==> src/rtl/ad9739_pkg.sv <==
// Shared definitions for the AD9739 receive-side alignment path and its loopback checker.
package ad9739_pkg;

  localparam int SLOTS = 8;

  localparam logic [13:0] DEF_PATTERN_EVEN = 14'h2AAA;
  localparam logic [13:0] DEF_PATTERN_ODD  = 14'h1555;

  typedef enum logic [2:0] {
    IDLE,
    CHECK,
    SLIP,
    WAIT,
    LOCKED,
    FAIL
  } align_state_t;

endpackage

==> src/rtl/ad9739_rx_align_if.sv <==
// Deserializer-to-capture bus: two DDR banks in, reassembled AXIS samples out.
interface ad9739_rx_align_if
  import ad9739_pkg::*;
#(
  parameter int DATA_WIDTH    = 14,
  parameter int PARALLEL_NUMS = 16
);

  logic                          din_valid;
  logic [SLOTS*DATA_WIDTH-1:0]   din_a;
  logic [SLOTS*DATA_WIDTH-1:0]   din_b;
  logic [16*PARALLEL_NUMS-1:0]   m_tdata;
  logic                          m_tvalid;

  modport master (input din_valid, din_a, din_b, output m_tdata, m_tvalid);
  modport slave  (output din_valid, din_a, din_b, input m_tdata, m_tvalid);

endinterface

==> src/rtl/ad9739_rx_pattern_cmp.sv <==
// Combinational training-pattern compare over all slots of both banks.
module ad9739_rx_pattern_cmp
  import ad9739_pkg::*;
#(
  parameter int                    DATA_WIDTH   = 14,
  parameter logic [DATA_WIDTH-1:0] PATTERN_EVEN = DEF_PATTERN_EVEN,
  parameter logic [DATA_WIDTH-1:0] PATTERN_ODD  = DEF_PATTERN_ODD
) (
  input  logic                        valid,
  input  logic [SLOTS*DATA_WIDTH-1:0] din_a,
  input  logic [SLOTS*DATA_WIDTH-1:0] din_b,
  output logic                        match
);

  always_comb begin
    match = valid;
    for (int k = 0; k < SLOTS; k++) begin
      if (din_a[k*DATA_WIDTH +: DATA_WIDTH] != PATTERN_EVEN ||
          din_b[k*DATA_WIDTH +: DATA_WIDTH] != PATTERN_ODD) begin
        match = 1'b0;
      end
    end
  end

endmodule

==> src/rtl/ad9739_rx_align.sv <==
// Word-aligns the two deserializer banks to the training pattern via bitslip,
// then streams the reassembled 16-sample words on the AXIS side of the bus.
module ad9739_rx_align
  import ad9739_pkg::*;
#(
  parameter int                    DATA_WIDTH    = 14,
  parameter int                    PARALLEL_NUMS = 16,
  parameter logic [DATA_WIDTH-1:0] PATTERN_EVEN  = DEF_PATTERN_EVEN,
  parameter logic [DATA_WIDTH-1:0] PATTERN_ODD   = DEF_PATTERN_ODD,
  parameter int                    SLIP_WAIT     = 4,
  parameter int                    LOCK_CNT      = 8
) (
  input  logic                     adc_clk,
  input  logic                     adc_rst,
  input  logic                     align_start,
  ad9739_rx_align_if.master        bus,
  output logic                     bitslip,
  output logic                     aligned,
  output logic                     align_fail,
  output logic [2:0]               slip_count,
  output logic [15:0]              err_cnt
);

  localparam int OUT_W = 16 * PARALLEL_NUMS;

  align_state_t     state;
  logic [7:0]       match_cnt;
  logic [3:0]       wait_cnt;
  logic             match;
  logic [OUT_W-1:0] next_tdata;

  ad9739_rx_pattern_cmp #(
    .DATA_WIDTH   (DATA_WIDTH),
    .PATTERN_EVEN (PATTERN_EVEN),
    .PATTERN_ODD  (PATTERN_ODD)
  ) u_cmp (
    .valid (bus.din_valid),
    .din_a (bus.din_a),
    .din_b (bus.din_b),
    .match (match)
  );

  // The slip pulse is raised on entry to SLIP so a simultaneous restart can suppress it.
  always_ff @(posedge adc_clk) begin
    if (adc_rst) begin
      state      <= IDLE;
      bitslip    <= 1'b0;
      aligned    <= 1'b0;
      align_fail <= 1'b0;
      slip_count <= 3'd0;
      err_cnt    <= 16'd0;
      match_cnt  <= 8'd0;
      wait_cnt   <= 4'd0;
    end else begin
      bitslip <= 1'b0;
      if (align_start) begin
        state      <= CHECK;
        aligned    <= 1'b0;
        align_fail <= 1'b0;
        slip_count <= 3'd0;
        match_cnt  <= 8'd0;
        err_cnt    <= 16'd0;
      end else begin
        case (state)
          IDLE: ;
          CHECK: begin
            if (bus.din_valid) begin
              if (match) begin
                match_cnt <= match_cnt + 8'd1;
                if (match_cnt == 8'(LOCK_CNT - 1)) begin
                  state   <= LOCKED;
                  aligned <= 1'b1;
                end
              end else if (slip_count == 3'd7) begin
                state      <= FAIL;
                align_fail <= 1'b1;
              end else begin
                state      <= SLIP;
                bitslip    <= 1'b1;
                slip_count <= slip_count + 3'd1;
                match_cnt  <= 8'd0;
              end
            end
          end
          SLIP: begin
            wait_cnt <= 4'd0;
            state    <= WAIT;
          end
          WAIT: begin
            if (wait_cnt == 4'(SLIP_WAIT - 1)) state <= CHECK;
            else wait_cnt <= wait_cnt + 4'd1;
          end
          LOCKED: begin
            if (bus.din_valid && !match && err_cnt != 16'hFFFF) err_cnt <= err_cnt + 16'd1;
          end
          FAIL: ;
          default: state <= IDLE;
        endcase
      end
    end
  end

  // Bank a holds even samples, bank b odd; raw bits are left-justified in each 16-bit lane.
  for (genvar k = 0; k < SLOTS; k++) begin : g_slot
    assign next_tdata[(2*k)*16 +: 16]   = 16'(bus.din_a[k*DATA_WIDTH +: DATA_WIDTH]) << (16 - DATA_WIDTH);
    assign next_tdata[(2*k+1)*16 +: 16] = 16'(bus.din_b[k*DATA_WIDTH +: DATA_WIDTH]) << (16 - DATA_WIDTH);
  end

  always_ff @(posedge adc_clk) begin
    if (adc_rst) begin
      bus.m_tdata  <= '0;
      bus.m_tvalid <= 1'b0;
    end else begin
      bus.m_tdata  <= next_tdata;
      bus.m_tvalid <= bus.din_valid & aligned;
    end
  end

endmodule

==> src/flat_wrapper.sv <==
// flat-port wrapper written by rule: the top's interface ports become plain ports
module ad9739_rx_align_flat import ad9739_pkg::*;
#(
  parameter int                    DATA_WIDTH    = 14,
  parameter int                    PARALLEL_NUMS = 16,
  parameter logic [DATA_WIDTH-1:0] PATTERN_EVEN  = DEF_PATTERN_EVEN,
  parameter logic [DATA_WIDTH-1:0] PATTERN_ODD   = DEF_PATTERN_ODD,
  parameter int                    SLIP_WAIT     = 4,
  parameter int                    LOCK_CNT      = 8
)
  (adc_clk, adc_rst, align_start, bitslip, aligned, align_fail, slip_count, err_cnt, bus_din_valid, bus_din_a, bus_din_b, bus_m_tdata, bus_m_tvalid);
  ad9739_rx_align_if #(.DATA_WIDTH(DATA_WIDTH), .PARALLEL_NUMS(PARALLEL_NUMS)) bus_i ();
  input  logic adc_clk;
  input  logic adc_rst;
  input  logic align_start;
  output logic bitslip;
  output logic aligned;
  output logic align_fail;
  output logic [2:0] slip_count;
  output logic [15:0] err_cnt;
  input wire logic [$bits(bus_i.din_valid)-1:0] bus_din_valid;
  input wire logic [$bits(bus_i.din_a)-1:0] bus_din_a;
  input wire logic [$bits(bus_i.din_b)-1:0] bus_din_b;
  output wire logic [$bits(bus_i.m_tdata)-1:0] bus_m_tdata;
  output wire logic [$bits(bus_i.m_tvalid)-1:0] bus_m_tvalid;
  assign bus_i.din_valid = bus_din_valid;
  assign bus_i.din_a = bus_din_a;
  assign bus_i.din_b = bus_din_b;
  assign bus_m_tdata = bus_i.m_tdata;
  assign bus_m_tvalid = bus_i.m_tvalid;
  ad9739_rx_align #(.DATA_WIDTH(DATA_WIDTH), .PARALLEL_NUMS(PARALLEL_NUMS), .PATTERN_EVEN(PATTERN_EVEN), .PATTERN_ODD(PATTERN_ODD), .SLIP_WAIT(SLIP_WAIT), .LOCK_CNT(LOCK_CNT)) u_core (.adc_clk(adc_clk), .adc_rst(adc_rst), .align_start(align_start), .bus(bus_i), .bitslip(bitslip), .aligned(aligned), .align_fail(align_fail), .slip_count(slip_count), .err_cnt(err_cnt));
endmodule
==> config.mk <==
export PLATFORM = sky130hd
export DESIGN_NAME = ad9739_rx_align_flat
export DESIGN_NICKNAME = d
export VERILOG_FILES = /design/src/rtl/ad9739_pkg.sv /design/src/rtl/ad9739_rx_align_if.sv /design/src/rtl/ad9739_rx_pattern_cmp.sv /design/src/rtl/ad9739_rx_align.sv /design/src/flat_wrapper.sv
export SDC_FILE = /design/constraint.sdc
export NUM_CORES = 1
export LEC_CHECK = 0
export CAP_MARGIN = 25
export CORE_AREA = 3 3 197 199
export CTS_CLUSTER_DIAMETER = 60
export CTS_CLUSTER_SIZE = 24
export DETAILED_ROUTE_END_ITERATION = 6
export DIE_AREA = 0 0 200 202
export PLACE_DENSITY = 0.52
export SLEW_MARGIN = 20
export SYNTH_ARGS = -nofsm -noshare
export SYNTH_HDL_FRONTEND = slang
export SYNTH_HIERARCHICAL = 1
export SYNTH_SLANG_ARGS = --single-unit
export TNS_END_PERCENT = 10
==> constraint.sdc <==
create_clock -name adc_clk -period 6.5 [get_ports adc_clk]
set_input_delay 1.3 -clock adc_clk [delete_from_list [all_inputs] [get_ports adc_clk]]
set_output_delay 1.3 -clock adc_clk [all_outputs]
set_load 0.005 [all_outputs]
# Yosys cells after proc, flatten, opt, wreduce, memory -nomap -nowiden

Cells that the tools add are included.

Eq/ne operators: 34
Bitwise logic cells: 7
Muxes and demuxes: 20
$add $sub $neg: 4
Reduce and logical (&&, ||, !) cells: 24

Operators by type and width:

| cell                                             | number |
|---|---|
| != test 14 x 13 -> 1 bit (second input constant) | 8 |
| != test 14 bit (second input constant)           | 8 |
| AND reduction 4 bit                              | 5 |
| adder 16 x 1 -> 16 bit (second input constant)   | 1 |
| two-way mux 8 bit                                | 2 |
| != test 16 bit (second input constant)           | 1 |
| two-way mux 3 bit                                | 5 |
| case mux 3 bit (4 select lines)                  | 1 |
| two-way mux 1 bit                                | 10 |
| == test 3 bit (second input constant)            | 3 |
| adder 8 x 1 -> 8 bit (second input constant)     | 1 |
| == test 8 x 3 -> 1 bit (second input constant)   | 1 |
| logical OR 1 bit                                 | 8 |
| case mux 4 bit (2 select lines)                  | 1 |
| == test 3 x 2 -> 1 bit (second input constant)   | 2 |
| != test 2 x 1 -> 1 bit (second input constant)   | 3 |
| != test 3 bit (second input constant)            | 2 |
| NOT 1 bit                                        | 6 |
| AND reduction 3 bit                              | 2 |
| OR reduction 5 bit                               | 1 |
| adder 4 x 1 -> 4 bit (second input constant)     | 1 |
| == test 4 x 2 -> 1 bit (second input constant)   | 1 |
| two-way mux 4 bit                                | 1 |
| != test 2 bit (second input constant)            | 2 |
| 12 further kinds                                 | 13 |

Register bits: 294
Output and inout port bits: 279
Logic and storage cells: 101
Input bits: 228

# Logic depth before layout (Yosys ltp)

Depth in word-level cells: 14
Gate-level depth with buffers: 9

# By module

Netlist, hierarchy kept.

By module, submodules not included:

| module                | cells each | times used | seq. area each (µm²) | area each (µm²) |
|---|---|---|---|---|
| ad9739_rx_align       | 729        | 1          | 5245.0               | 8152.8 |
| ad9739_rx_pattern_cmp | 76         | 1          | 0.0                  | 729.4 |

# Least setup slack after synthesis

Ideal clock, no wire load.

Kind: input-to-reg
Start: input port bus_din_a[24]
End: register u_core.state[2]
Arrival: 3.209 ns
Buffers on the path: 0
Required time: 6.371 ns
Stages: 8
Path slack: 3.162 ns
Cell sequence: nor4b_2 > nand4_1 > nor4_1 > and4_1 > or4bb_2 > a21oi_1 > o41ai_1 > nor3b_1

Longest elaborated chain between the ends: 12

RTL lines:

| what                               | line                        | source |
|---|---|---|
| start: declaration                 | flat_wrapper.sv:22          | `input wire logic [$bits(bus_i.din_a)-1:0] bus_din_a;` |
| != test 14 bit (*)                 | ad9739_rx_pattern_cmp.sv:18 | `if (din_a[k*DATA_WIDTH +: DATA_WIDTH] != PATTERN_EVEN \|\|` |
| logical OR 1 bit (*)               | ad9739_rx_pattern_cmp.sv:18 |  |
| two-way mux 1 bit (*) (7 in a row) | ad9739_rx_pattern_cmp.sv:18 |  |
| named net u_core.match             | ad9739_rx_align.sv:29       | `logic match;` |
| two-way mux 3 bit                  | ad9739_rx_align.sv:68       | `if (match) begin` |
| two-way mux 3 bit                  | ad9739_rx_align.sv:67       | `if (bus.din_valid) begin` |
| case mux 3 bit (4 select lines)    | ad9739_rx_align.sv:64       | `case (state)` |
| end signal: assignment             | ad9739_rx_align.sv:71       | `state <= LOCKED;` |
| end signal: assignment             | ad9739_rx_align.sv:75       | `state <= FAIL;` |
| end signal: assignment             | ad9739_rx_align.sv:78       | `state <= SLIP;` |
| end: declaration                   | ad9739_rx_align.sv:26       | `align_state_t state;` |

Mark *: on every way through the listed nets, which the timed path passes. The rest lies on a longest branch. The select of a mux whose other input is x is not followed.
A chain may end at the register's enable or synchronous reset.

# Worst setup path after layout

Start: input port bus_din_valid
End: register u_core.state[1]

Longest elaborated chain between the ends: 11

RTL lines:

| what                               | line                        | source |
|---|---|---|
| start: declaration                 | flat_wrapper.sv:21          | `input wire logic [$bits(bus_i.din_valid)-1:0] bus_din_valid;` |
| two-way mux 1 bit (*) (8 in a row) | ad9739_rx_pattern_cmp.sv:18 |  |
| named net u_core.match             | ad9739_rx_align.sv:29       |  |
| two-way mux 3 bit                  | ad9739_rx_align.sv:68       |  |
| two-way mux 3 bit                  | ad9739_rx_align.sv:67       |  |
| case mux 3 bit (4 select lines)    | ad9739_rx_align.sv:64       |  |

Marked as above.

==> flow_summary.toml <==
[global_route]
grt-ovfl-total = 0
antenna_found_initial = 1
gr-usage-all-layers_pct = 15.5
grt_max_degree = 93
grt_pass1_wl_mm = 47.1
grt_pass1_vias = 7206

[synthesis]
ys_seq_elements = 262
synth_cell_type_count = 53
synth_top_area_cell = "dfxtp_1"
synth_seq_area_share_pct = 59.1
yosys-top-cells-count = "dfxtp_1 (262), nor2b_1 (226), clkbuf_1 (33)"
yosysWarnings = 6
synth-main-ff-cell = "dfxtp_1"
synth.cell_area_um2 = 8880
async_reset_ff_share_pct = 0
syn-instance-count = 805
synth_top_area_share_pct = 59.1
synth_edf_count = 0
synthTopCellsByArea = "dfxtp_1 (59%), nor2b_1 (16%), nor4bb_1 (3.0%)"
synth_most_common_cell = "dfxtp_1"
avgSynthCellArea_um2 = 11.0

[drt]
ant_nets = 0
dr_total_vias = 7358
drt-initial-drc-count = 202
viasPerCell = 4.07
first_pass_iters = 4
wl_mm = 33.8
wl_per_cell_um = 18.7
drc = 0

[floorplanning]
coreArea_um2 = 37400
num_rows = 71
die_x_um = 200
fp.dieArea_um2 = 40400
die_y_um = 202
io_pins = 507
start_util_pct = 23.7

[final_layout]
drive_gt1_share_pct = 5.09
n_fill_cell = 3636
fin_nets = 1510
area_delta_synth_final_pct = 69.1
fin_util_pct = 40.2
n_antenna_cell = 0

[critical_path]
cp.arrival_ns = 4.84
critPathLaunchType = "input port"
critical_path_required_ns = 6.93
end_kind = "flip-flop"
critPathMaxFanout = 17
path_class = "in -> reg"

[run_status]
status = "complete, no violations"

[sta]
skew_ns = 0.0179
period_needed_ns = 4.41
setup_viol = 0
slew_violations = 0
rsz0062_at_grt = "false"
max_slew.worst_pin.slew_ns = 0.996
slew_headroom_pct = 33.6
finalCritPeriodShare_pct = 67.8
hold_viol = 0
fmax_mhz = 227
final.setup.tns_ns = 0

[clocking]
clockRootBuffer = "clkbuf_16"
htreeDepth = 1
clk_latency_ns = 0.55
cts_resized = 0
cts_made_buffers = 29
clkTransAtPathRegs_ns = 0.07
cts_tree = "yes"
cts_setup_buffers = 0
max-clock-path-buffers = 3
cts.sinks = 262
cts_hold_buf = 0

[power]
ir_worst_vdd_v = 0.000136
p_leak_nw = 5.56
power.density_nw_per_um2 = 256

[job]
cap_violations = 0

[placement]
dp.final_hpwl_mm = 26.6
place.port_buffers = 474
gp_routability_congestion = 0.836

[min_path]
hold_class = "reg -> reg"
[stage by stage]
stage	area (um2)	setup WS, ns	total power [W]	hold WS (ns)	cells
CTS	15000	1.94	0.00391	0.479	1808
global route	15000	1.74	0.00401	0.514	1808
finish	15000	2.09	0.00385	0.473	1808
global placement	14000	1.38	0.00218	0.470	1756
floorplan	9000	3.16	0.00185	0.452	836
detailed placement	14000	1.35	0.00218	0.473	1756
[worst max-delay path: stages]
cell             delay (ns)
clkdlybuf4s50_1        0.69
nor4bb_1               0.43
nand4_1                0.20
nor4_1                 0.41
and4_1                 0.63
or4bb_2                0.65
a21oi_1                0.25
nor4_1                 0.10
o21a_1                 0.18
[layer usage]
metal / track usage [%] / part of all wire, % / vias to the layer above / wire length [um]
met3: 3.90 / 7.9 / 49 / 2680
met1: 17.5 / 38 / 3403 / 13000
li1: - / - / 3631 / -
met5: 0 / 0.038 / - / 13
met2: 28.1 / 51 / 273 / 17100
met4: 5.23 / 3.0 / 2 / 1010
[cells in the final DEF, fill, tap and decap left out, drive strengths merged, types with 4 or more instances in the layout]
| master | n |
|---|---|
| a21oi | 22 |
| and4b | 6 |
| and4bb | 17 |
| clkbuf | 32 |
| clkdlybuf4s50 | 473 |
| clkinv | 6 |
| conb | 32 |
| dfxtp | 262 |
| ha | 6 |
| inv | 16 |
| mux2i | 4 |
| nand2 | 11 |
| nand3 | 11 |
| nand4 | 23 |
| nor2 | 21 |
| nor2b | 226 |
| nor3b | 5 |
| nor4 | 7 |
| nor4b | 8 |
| nor4bb | 27 |
| o21ai | 5 |
| o31ai | 9 |
| o41ai | 4 |
| or3 | 4 |
| or4 | 11 |
| xor2 | 7 |
[report_power, final]
| group | internal (W) | switching (W) | leakage [nW] |
|---|---|---|---|
| logic | 0.000289 | 0.000147 | 2.91 |
| clock network | 0.000977 | 0.000731 | 0.480 |
| registers | 0.00168 | 0.0000211 | 2.17 |
[state kept, by name, indices dropped and copies added (netlist names)]
register	count
u_core/err_cnt	16
u_core/wait_cnt	4
u_core/bus.m_tdata	224
u_core/state	3
u_core/slip_count	3
u_core/aligned	1
u_core/align_fail	1
u_core/bus.m_tvalid	1
u_core/match_cnt	8
u_core/bitslip	1
[layout make-up]
cell class / instances / area [um2] / area share (%)
Inverter: 8 / 30.0 / 0.200
Clock buffer: 32 / 747 / 4.97
Clock inverter: 20 / 250 / 1.67
Tap cell: 511 / 639 / 4.26
Sequential cell: 262 / 5250 / 34.9
Timing Repair Buffer: 476 / 4760 / 31.7
Multi-Input combinational cell: 499 / 3350 / 22.3
[path summary, 6_finish.rpt]
path                   start             endpoint  slack [ns]  cells after the start
max            bus_din_valid      u_core/state[1]        2.09                      9
min           u_core/aligned  u_core/bus.m_tvalid        0.47                      2
max reg2reg  u_core/state[0]   u_core/err_cnt[11]        4.39                      4
min reg2reg   u_core/aligned  u_core/bus.m_tvalid        0.47                      2
[cells by family after synthesis]
logic type / after synthesis / share of synthesized area, %
AO/OA/AOI/OAI: 49 / 3.48
XOR/XNOR: 8 / 0.789
adder cells (fa/ha/maj): 6 / 0.845
buffers and inverters: 75 / 4.55
flip-flops: 262 / 59.1
multiplexers: 4 / 0.451
other: 1 / 0.0422
AND/OR/NAND/NOR: 400 / 30.8
Power figures use the tool's default switching activity.
